==> src/rtl/uart_tx_controller.sv <==
// rtl/uart_tx_controller.sv - UART byte transmitter with optional externally generated parity bit
module uart_tx_controller #(
    parameter int CLKS_PER_BIT = 16,
    parameter int PARITY_EN    = 1
) (
    input  logic       clk,
    input  logic       rst,
    input  logic       tx_start,
    input  logic [7:0] tx_data,
    input  logic       parity_in,
    output logic       load_data,
    output logic [7:0] data_out,
    output logic       tx,
    output logic       tx_busy,
    output logic       tx_done
);

    localparam int CW = (CLKS_PER_BIT > 1) ? $clog2(CLKS_PER_BIT) : 1;
    localparam logic [CW-1:0] CNT_LAST = CW'(CLKS_PER_BIT - 1);

    typedef enum logic [2:0] {
        IDLE,
        START,
        DATA,
        PARITY,
        STOP
    } state_t;

    state_t        state;
    state_t        state_next;
    logic [CW-1:0] baud_cnt;
    logic [CW-1:0] cnt_next;
    logic [2:0]    bit_idx;
    logic [2:0]    idx_next;
    logic [7:0]    shift_reg;
    logic [7:0]    shift_next;
    logic [7:0]    data_next;
    logic          baud_wrap;

    logic          tx_next;
    logic          busy_next;
    logic          load_next;
    logic          done_next;

    assign baud_wrap = (baud_cnt == CNT_LAST);

    // State, baud counter, bit index and frame byte registers
    always_ff @(posedge clk or posedge rst) begin
        if (rst) begin
            state     <= IDLE;
            baud_cnt  <= '0;
            bit_idx   <= '0;
            shift_reg <= '0;
            data_out  <= '0;
        end else begin
            state     <= state_next;
            baud_cnt  <= cnt_next;
            bit_idx   <= idx_next;
            shift_reg <= shift_next;
            data_out  <= data_next;
        end
    end

    // Next-state logic: each non-idle state lasts one full baud period
    always_comb begin
        state_next = state;
        cnt_next   = baud_cnt;
        idx_next   = bit_idx;
        shift_next = shift_reg;
        data_next  = data_out;
        case (state)
            IDLE: begin
                if (tx_start) begin
                    state_next = START;
                    cnt_next   = '0;
                    idx_next   = '0;
                    shift_next = tx_data;
                    data_next  = tx_data;
                end
            end
            START: begin
                if (baud_wrap) begin
                    cnt_next   = '0;
                    state_next = DATA;
                end else begin
                    cnt_next = baud_cnt + 1'b1;
                end
            end
            DATA: begin
                if (baud_wrap) begin
                    cnt_next   = '0;
                    shift_next = {1'b0, shift_reg[7:1]};
                    if (bit_idx == 3'd7) begin
                        state_next = (PARITY_EN != 0) ? PARITY : STOP;
                    end else begin
                        idx_next = bit_idx + 3'd1;
                    end
                end else begin
                    cnt_next = baud_cnt + 1'b1;
                end
            end
            PARITY: begin
                if (baud_wrap) begin
                    cnt_next   = '0;
                    state_next = STOP;
                end else begin
                    cnt_next = baud_cnt + 1'b1;
                end
            end
            STOP: begin
                if (baud_wrap) begin
                    cnt_next   = '0;
                    state_next = IDLE;
                end else begin
                    cnt_next = baud_cnt + 1'b1;
                end
            end
            default: begin
                state_next = IDLE;
                cnt_next   = '0;
                idx_next   = '0;
            end
        endcase
    end

    // Output decode from the upcoming state so the registered outputs align with it
    always_comb begin
        tx_next   = 1'b1;
        busy_next = (state_next != IDLE);
        load_next = (state_next != IDLE);
        done_next = (state == STOP) && (state_next == IDLE);
        case (state_next)
            START:   tx_next = 1'b0;
            DATA:    tx_next = shift_next[0];
            // Capture parity once on entry and hold it for the whole bit
            PARITY:  tx_next = (state == PARITY) ? tx : parity_in;
            default: tx_next = 1'b1;
        endcase
    end

    // Registered serial line and status outputs
    always_ff @(posedge clk or posedge rst) begin
        if (rst) begin
            tx        <= 1'b1;
            tx_busy   <= 1'b0;
            load_data <= 1'b0;
            tx_done   <= 1'b0;
        end else begin
            tx        <= tx_next;
            tx_busy   <= busy_next;
            load_data <= load_next;
            tx_done   <= done_next;
        end
    end

endmodule

==> config.mk <==
export PLATFORM = sky130hd
export DESIGN_NAME = uart_tx_controller
export DESIGN_NICKNAME = d
export VERILOG_FILES = /design/src/rtl/uart_tx_controller.sv
export SDC_FILE = /design/constraint.sdc
export NUM_CORES = 1
export LEC_CHECK = 0
export BUFFER_PORTS_ARGS = -buffer_cell sky130_fd_sc_hd__buf_2
export CAP_MARGIN = 25
export CORE_ASPECT_RATIO = 0.7
export CORE_MARGIN = 2
export CORE_UTILIZATION = 51
export CTS_BUF_LIST = sky130_fd_sc_hd__clkbuf_8
export DETAILED_ROUTE_END_ITERATION = 6
export GPL_ROUTABILITY_DRIVEN = 1
export HOLD_SLACK_MARGIN = 0.1
export MAX_ROUTING_LAYER = met4
export PLACE_DENSITY = 0.77
export SLEW_MARGIN = 20
export SYNTH_ARGS = -nofsm -noshare
export SYNTH_HDL_FRONTEND = slang
export SYNTH_SLANG_ARGS = --single-unit
==> constraint.sdc <==
create_clock -name clk -period 1.87 [get_ports clk]
set_input_delay 0.561 -clock clk [delete_from_list [all_inputs] [get_ports clk]]
set_output_delay 0.561 -clock clk [all_outputs]
set_load 0.05 [all_outputs]
==> metrics, run 1 <==
drt first pass iters=4; most frequent cells in the layout=28 x dfrtp_1, 23 x buf_2, 9 x nand2_1, 7 x a221o_1, 7 x buf_4; FP Rows=15; Clock Pin Slew Worst Setup and Hold Paths=approximately 60 ps; Worst Skew=approximately 5.5 ps; met2 WL=approximately 1200 um; Register-to-Register Path Depth=5; Post-Syn Area=~1400 um2; critical path capture point type=flip-flop; Max-cap violations=0; wire length on met3=164 um; Yosys reg bits=29; slew margin rel.=around two thirds; Final Hold Vio Count=0; Synth cell types=between 40 and 50; Max Used Layer=met4; CTS Buf Count=5; Worst Setup Path Type=reg2reg; vias in the first global route=1071; final slew viol count=0; CTS sink cnt=29; CP max FO=3; Antenna Nets Post-Route=0; largest net degree at the start of global routing=19; Die ar.=between 3000 and 4000 um2; WL met1=between 1000 and 1500 um; syn nets=between 100 and 150; sequential area share after synthesis=52.6%; Die H=roughly 48 um; RePlAce Congestion=around 0.86; setup violators final=0; initial core utilization=55.0%; Diodes inserted=0; # DRC=0; number of buffers added on ports=23; Max H-tree Level=2; warnings from Yosys=0; total number of vias=around 1100; GRT Overall Usage=between 20% and 30%; most common cell after layout, fill and taps aside=dfrtp_1; first-pass GRT wire length=4750 um; Fmax=between 500 and 600 MHz; Final Power=between 2 and 3 mW; post-detail-place hpwl=2030 um; layout net count=170; root buffer cell=clkbuf_8; fin crit share=between 90% and 100%; Worst Path Arrival=about 2000 ps; Post-CTS Hold Buffers=0; Iter 0 DRT Violations=71; Final Core Density=roughly two thirds; Worst EP required=a little over 2000 ps; Syn Area/Cell=11.2 um2; wire per inst=roughly 15 um; Reg-to-Reg Start=bit_idx[0]$_DFFE_PP0P_; Synth Instances=approximately 120; Fill cells=196; GRT overflow=0; Area Growth Syn to Fin=22.4%; R2R Path End=bit_idx[2]$_DFFE_PP0P_; Core ar.=~2500 um2; Slew @ Worst Pin=slightly above 500 ps; Clk Latency, worst-skew pair=280 ps; worst reg2reg setup slack=~46 ps; die width=~66 um; Hold WC Path Type=in2async; Period minus WS final=around 1800 ps; number of placed I/O pins=24; fraction of layout cells with a size suffix above 1=34.6%; Pwr Density=~1600 nW/um2; vias per cell=roughly 5.6; CP Launch Type=flip-flop; leakage=approximately 0.85 nW; setup TNS=0 ps; VDD IR max=just under 1000 uV; CTS max path bufs=2; run status=completed; TritonCTS clock tree=built; routed wire length=between 2000 and 3000 um; initial antenna violation count=0
cell usage after synthesis:
| master | count | area, um2 |
|---|---|---|
| nand4b_1 | 1 | 8.76 |
| nor2b_1 | 1 | 6.26 |
| nand3_1 | 4 | 20.0 |
| or2_0 | 1 | 6.26 |
| nor3_1 | 1 | 5.00 |
| or4b_1 | 1 | 10.0 |
| and3_1 | 3 | 18.8 |
| nand3_4 | 1 | 17.5 |
| and2_1 | 6 | 37.5 |
| mux2_1 | 3 | 33.8 |
| a221oi_1 | 1 | 8.76 |
| mux2_2 | 2 | 22.5 |
| a221o_1 | 7 | 70.1 |
| nand2b_1 | 1 | 6.26 |
| or3_1 | 1 | 6.26 |
| nor2_4 | 1 | 11.3 |
| dfstp_2 | 1 | 26.3 |
| a31o_2 | 1 | 8.76 |
| o21ai_0 | 3 | 15.0 |
| a22o_1 | 2 | 17.5 |
| nor4b_2 | 1 | 15.0 |
| nand2_1 | 9 | 33.8 |
| dfrtp_1 | 28 | 701 |
| a21oi_1 | 4 | 20.0 |
| o22ai_1 | 1 | 6.26 |
| ha_1 | 3 | 37.5 |
| inv_1 | 5 | 18.8 |
| o31ai_1 | 1 | 7.51 |
| a2bb2oi_1 | 2 | 17.5 |
| or2_2 | 1 | 6.26 |
| and4_1 | 2 | 17.5 |
| clkbuf_1 | 3 | 11.3 |
| nor2_2 | 1 | 6.26 |
| o211ai_1 | 1 | 7.51 |
| a21o_1 | 6 | 45.0 |
| or3b_1 | 1 | 8.76 |
| nand3b_1 | 1 | 7.51 |
| buf_2 | 2 | 10.0 |
| nor2_1 | 6 | 22.5 |
| a32o_1 | 1 | 10.0 |
| xnor2_1 | 1 | 8.76 |
| buf_4 | 1 | 7.51 |
worst max path at each step:
stage / from / end / slack [ps] / cells past startpoint
after global placement: bit_idx[0]$_DFFE_PP0P_ / bit_idx[0]$_DFFE_PP0P_ / 70 / 5
after floorplan: baud_cnt[0]$_DFFE_PP0P_ / bit_idx[0]$_DFFE_PP0P_ / 110 / 5
after CTS: bit_idx[0]$_DFFE_PP0P_ / bit_idx[2]$_DFFE_PP0P_ / 20 / 5
after detailed placement: baud_cnt[1]$_DFFE_PP0P_ / tx_busy$_DFF_PP0_ / -7 / 5
final: bit_idx[0]$_DFFE_PP0P_ / bit_idx[2]$_DFFE_PP0P_ / 50 / 5
after global routing: bit_idx[0]$_DFFE_PP0P_ / bit_idx[2]$_DFFE_PP0P_ / -0.6 / 5
final cells by class:
type / instances / area, um2 / area share [%]
well taps: 34 / 42.5 / 2.51
clock buffers: 5 / 68.8 / 4.07
inverters: 5 / 18.8 / 1.11
repair buffers: 31 / 188 / 11.1
multi-input cells: 83 / 633 / 37.4
flip-flops and latches: 29 / 727 / 43.0
clock inverters: 3 / 13.8 / 0.814
repair_timing:
item,CTS,global route
setup buffers,0,2
endpoints found under the setup margin,1,4
pin swaps,1,2
resized for setup,1,6
per-stage QoR:
stage / hold WS (ps) / cells / area (um2) / setup WS (ps)
4_1_cts: 312 / 188 / 1660 / 18.4
3_3_place_gp: 453 / 180 / 1570 / 71.9
5_1_grt: 342 / 190 / 1690 / -0.583
2_1_floorplan: 467 / 123 / 1380 / 111
6_report: 306 / 190 / 1690 / 46.0
3_5_place_dp: 458 / 180 / 1570 / -7.28
where the power goes:
part / switching (mW) / leakage (nW) / internal, mW
combinational: 0.711 / 0.447 / 0.451
sequential: 0.215 / 0.358 / 0.883
clock: 0.220 / 0.0491 / 0.251
cell families (layout without fill, tap and decap cells):
kind of cell | count (synthesis) | in the layout | synth area share [%]
compound gates | 30 | 30 | 16.9
buf+inv | 11 | 44 | 3.44
xor+xnor | 1 | 1 | 0.634
simple gates | 44 | 44 | 19.6
flops | 29 | 29 | 52.6
fa+ha+maj | 3 | 3 | 2.72
mux | 5 | 5 | 4.07
worst max-delay path, cell delays in order, from the launching register on:
cell     delay [ps]
dfrtp_1         400
ha_2            180
ha_2            170
or2_0           220
a221o_1         400
mux2_4          330
layer usage:
metal	vias up	global-route usage [%]
met5	-	-
met4	0	9.80
met2	30	33.4
met3	2	9.41
li1	519	-
met1	518	27.3
No activity file was read; power rests on OpenSTA's default activity.
==> run 2: changes to the inputs <==
ABC_AREA = 1   (was not set)
==> metrics, run 2 <==
post-detail-place hpwl=between 1500 and 2000 um; post-CTS setup buffers=0; Worst EP required=~1300 ps; vias per cell=approximately 5.1; asr flop ratio synth=between 90% and 100%; number of placed I/O pins=24; Buf/Inv on CP=1; routed wire length=around 2600 um; RSZ-0062 raised after global routing=false; Fill cells=roughly 220; initial antenna violation count=0; Yosys reg bits=29; cell taking the most area after synthesis=dfrtp_1; number of synthesized flops with an enable pin=0; wire length on met3=~210 um; largest net degree at the start of global routing=30; initial core utilization=54.3%; Hold WC Path Type=in2async; final slew viol count=0; Post-Syn Area=about 1300 um2; TritonCTS clock tree=built; most frequent cell after synthesis=nand2_1; Final Core Density=between 60 and 70%; CTS Buf Count=5; layout net count=~200; crit-path max cell delay=530 ps; slew margin rel.=between 80 and 90%; CTS max path bufs=2; vias in the first global route=between 1000 and 1500; warnings from Yosys=0; Area Growth Syn to Fin=18.8%; root buffer cell=clkbuf_8; # DRC=0; die width=65.4 um; synth cell count leaders=48 x nand2_1, 28 x dfrtp_1, 18 x inv_1; GRT overflow=0; Slew @ Worst Pin=274 ps; wire per inst=12.3 um; WL met1=between 1000 and 1500 um; Synth cell types=25; VDD IR max=approximately 500 uV; CP max FO=2; CTS sink cnt=29; most common cell after layout, fill and taps aside=nand2_1; Die ar.=between 3000 and 4000 um2; first-pass GRT wire length=4530 um; FP Rows=15; Diodes inserted=0; GRT Overall Usage=21.2%; Post-CTS Resized=0; Core ar.=between 2000 and 2500 um2; Post-synth top flop=dfrtp_1; fin crit share=~87%; Synth Instances=between 150 and 200; Worst Skew=between 5 and 6 ps; Syn Area/Cell=8.92 um2; setup violators final=0; fraction of layout cells with a size suffix above 1=between 20 and 25%; fin area=around 1600 um2; slowest CP cell=dfstp_2; top-area cell type share of the netlist area=a little over half; critical path capture point type=output port; Pwr Density=735 nW/um2; placed cell area=between 1500 and 2000 um2; CP delay by family, top=flip-flops; run status=completed; leakage=0.894 nW; CP Launch Type=flip-flop; number of buffers added on ports=23; Iter 0 DRT Violations=between 40 and 50; Period minus WS final=roughly 1600 ps; met2 WL=1150 um; Worst Path Arrival=about 1100 ps; sequential area share after synthesis=a little over half; total number of vias=about 1100; Die H=~47 um; Max-cap violations=0; syn nets=between 150 and 200; drt first pass iters=4; Final Hold Vio Count=0; Antenna Nets Post-Route=0; Max H-tree Level=2; Post-CTS Hold Buffers=0; most frequent cells in the layout=48 x nand2_1, 28 x dfrtp_1, 23 x buf_2, 20 x inv_1, 12 x nand3_1; Fmax=just over 600 MHz; setup TNS=0 ps; top cells by area, synth=dfrtp_1 52%, nand2_1 13%, inv_1 5.0%; Clock Pin Slew Worst Setup and Hold Paths=approximately 60 ps; Max Used Layer=met4; RePlAce Congestion=0.853; Clk Latency, worst-skew pair=around 290 ps; Worst Setup Path Type=reg2out; CP Cell Sequence=buf_2
==> run 2: per-stage QoR <==
stage	hold WS [ps]	power (mW)	cells	setup WS (ps)
global route	327	1.21	215	110
detailed placement	464	0.671	207	313
global placement	456	0.670	207	433
floorplan	463	0.650	151	423
CTS	319	1.18	215	241
finish	304	1.17	215	246
==> run 2: worst paths after layout <==
| kind | endpoint | slack (ps) | depth (start not counted) | startpoint |
|---|---|---|---|---|
| setup reg to reg | shift_reg[6]$_DFFE_PP0P_ | 300 | 6 | baud_cnt[0]$_DFFE_PP0P_ |
| min in group clk | data_out[4]$_DFFE_PP0P_ | 470 | 2 | data_out[4]$_DFFE_PP0P_ |
| hold / removal | data_out[0]$_DFFE_PP0P_ | 300 | 3 | rst |
| hold reg to reg | data_out[4]$_DFFE_PP0P_ | 470 | 2 | data_out[4]$_DFFE_PP0P_ |
| max in group asynchronous | tx$_DFFE_PP1P_ | 1340 | 3 | rst |
| setup / recovery | tx | 250 | 1 | tx$_DFFE_PP1P_ |
==> run 2: where the power goes <==
group          total (mW)  switching [mW]  internal, mW  leakage (nW)
logic              0.0312          0.0181        0.0131         0.490
registers           0.628               0         0.628         0.350
clock network       0.516           0.228         0.288        0.0538
total                1.17           0.246         0.929         0.894
==> run 2: cell families (layout without fill, tap and decap cells) <==
group	count (synthesis)	in the layout	synth area share, %
flip-flops	29	29	54.0
buffers and inverters	23	53	6.97
AND/OR/NAND/NOR	76	76	26.2
adder cells (fa/ha/maj)	3	3	2.79
AO/OA/AOI/OAI	20	20	10.0
==> run 2: metal layers <==
layer  global-route usage (%)  vias up
met5                        -        -
met4                     12.5        0
met3                     6.24        8
met2                     32.9       39
met1                     25.2      491
li1                         -      552
==> run 2: worst register-to-register path, stage by stage, from the launching register on <==
cell and delay, ps:
dfrtp_1 370, ha_1 190, nand2_1 100, nor2_1 230, nand2_2 180, nand2_1 220, o221ai_1 140
==> run 2: cell type report <==
type	count	area, um2	area share (%)
clock buffers	6	82.6	5.16
clock inverters	2	7.51	0.469
inverters	21	78.8	4.93
multi-input cells	99	526	32.9
flip-flops and latches	29	727	45.5
well taps	34	42.5	2.66
repair buffers	24	135	8.45
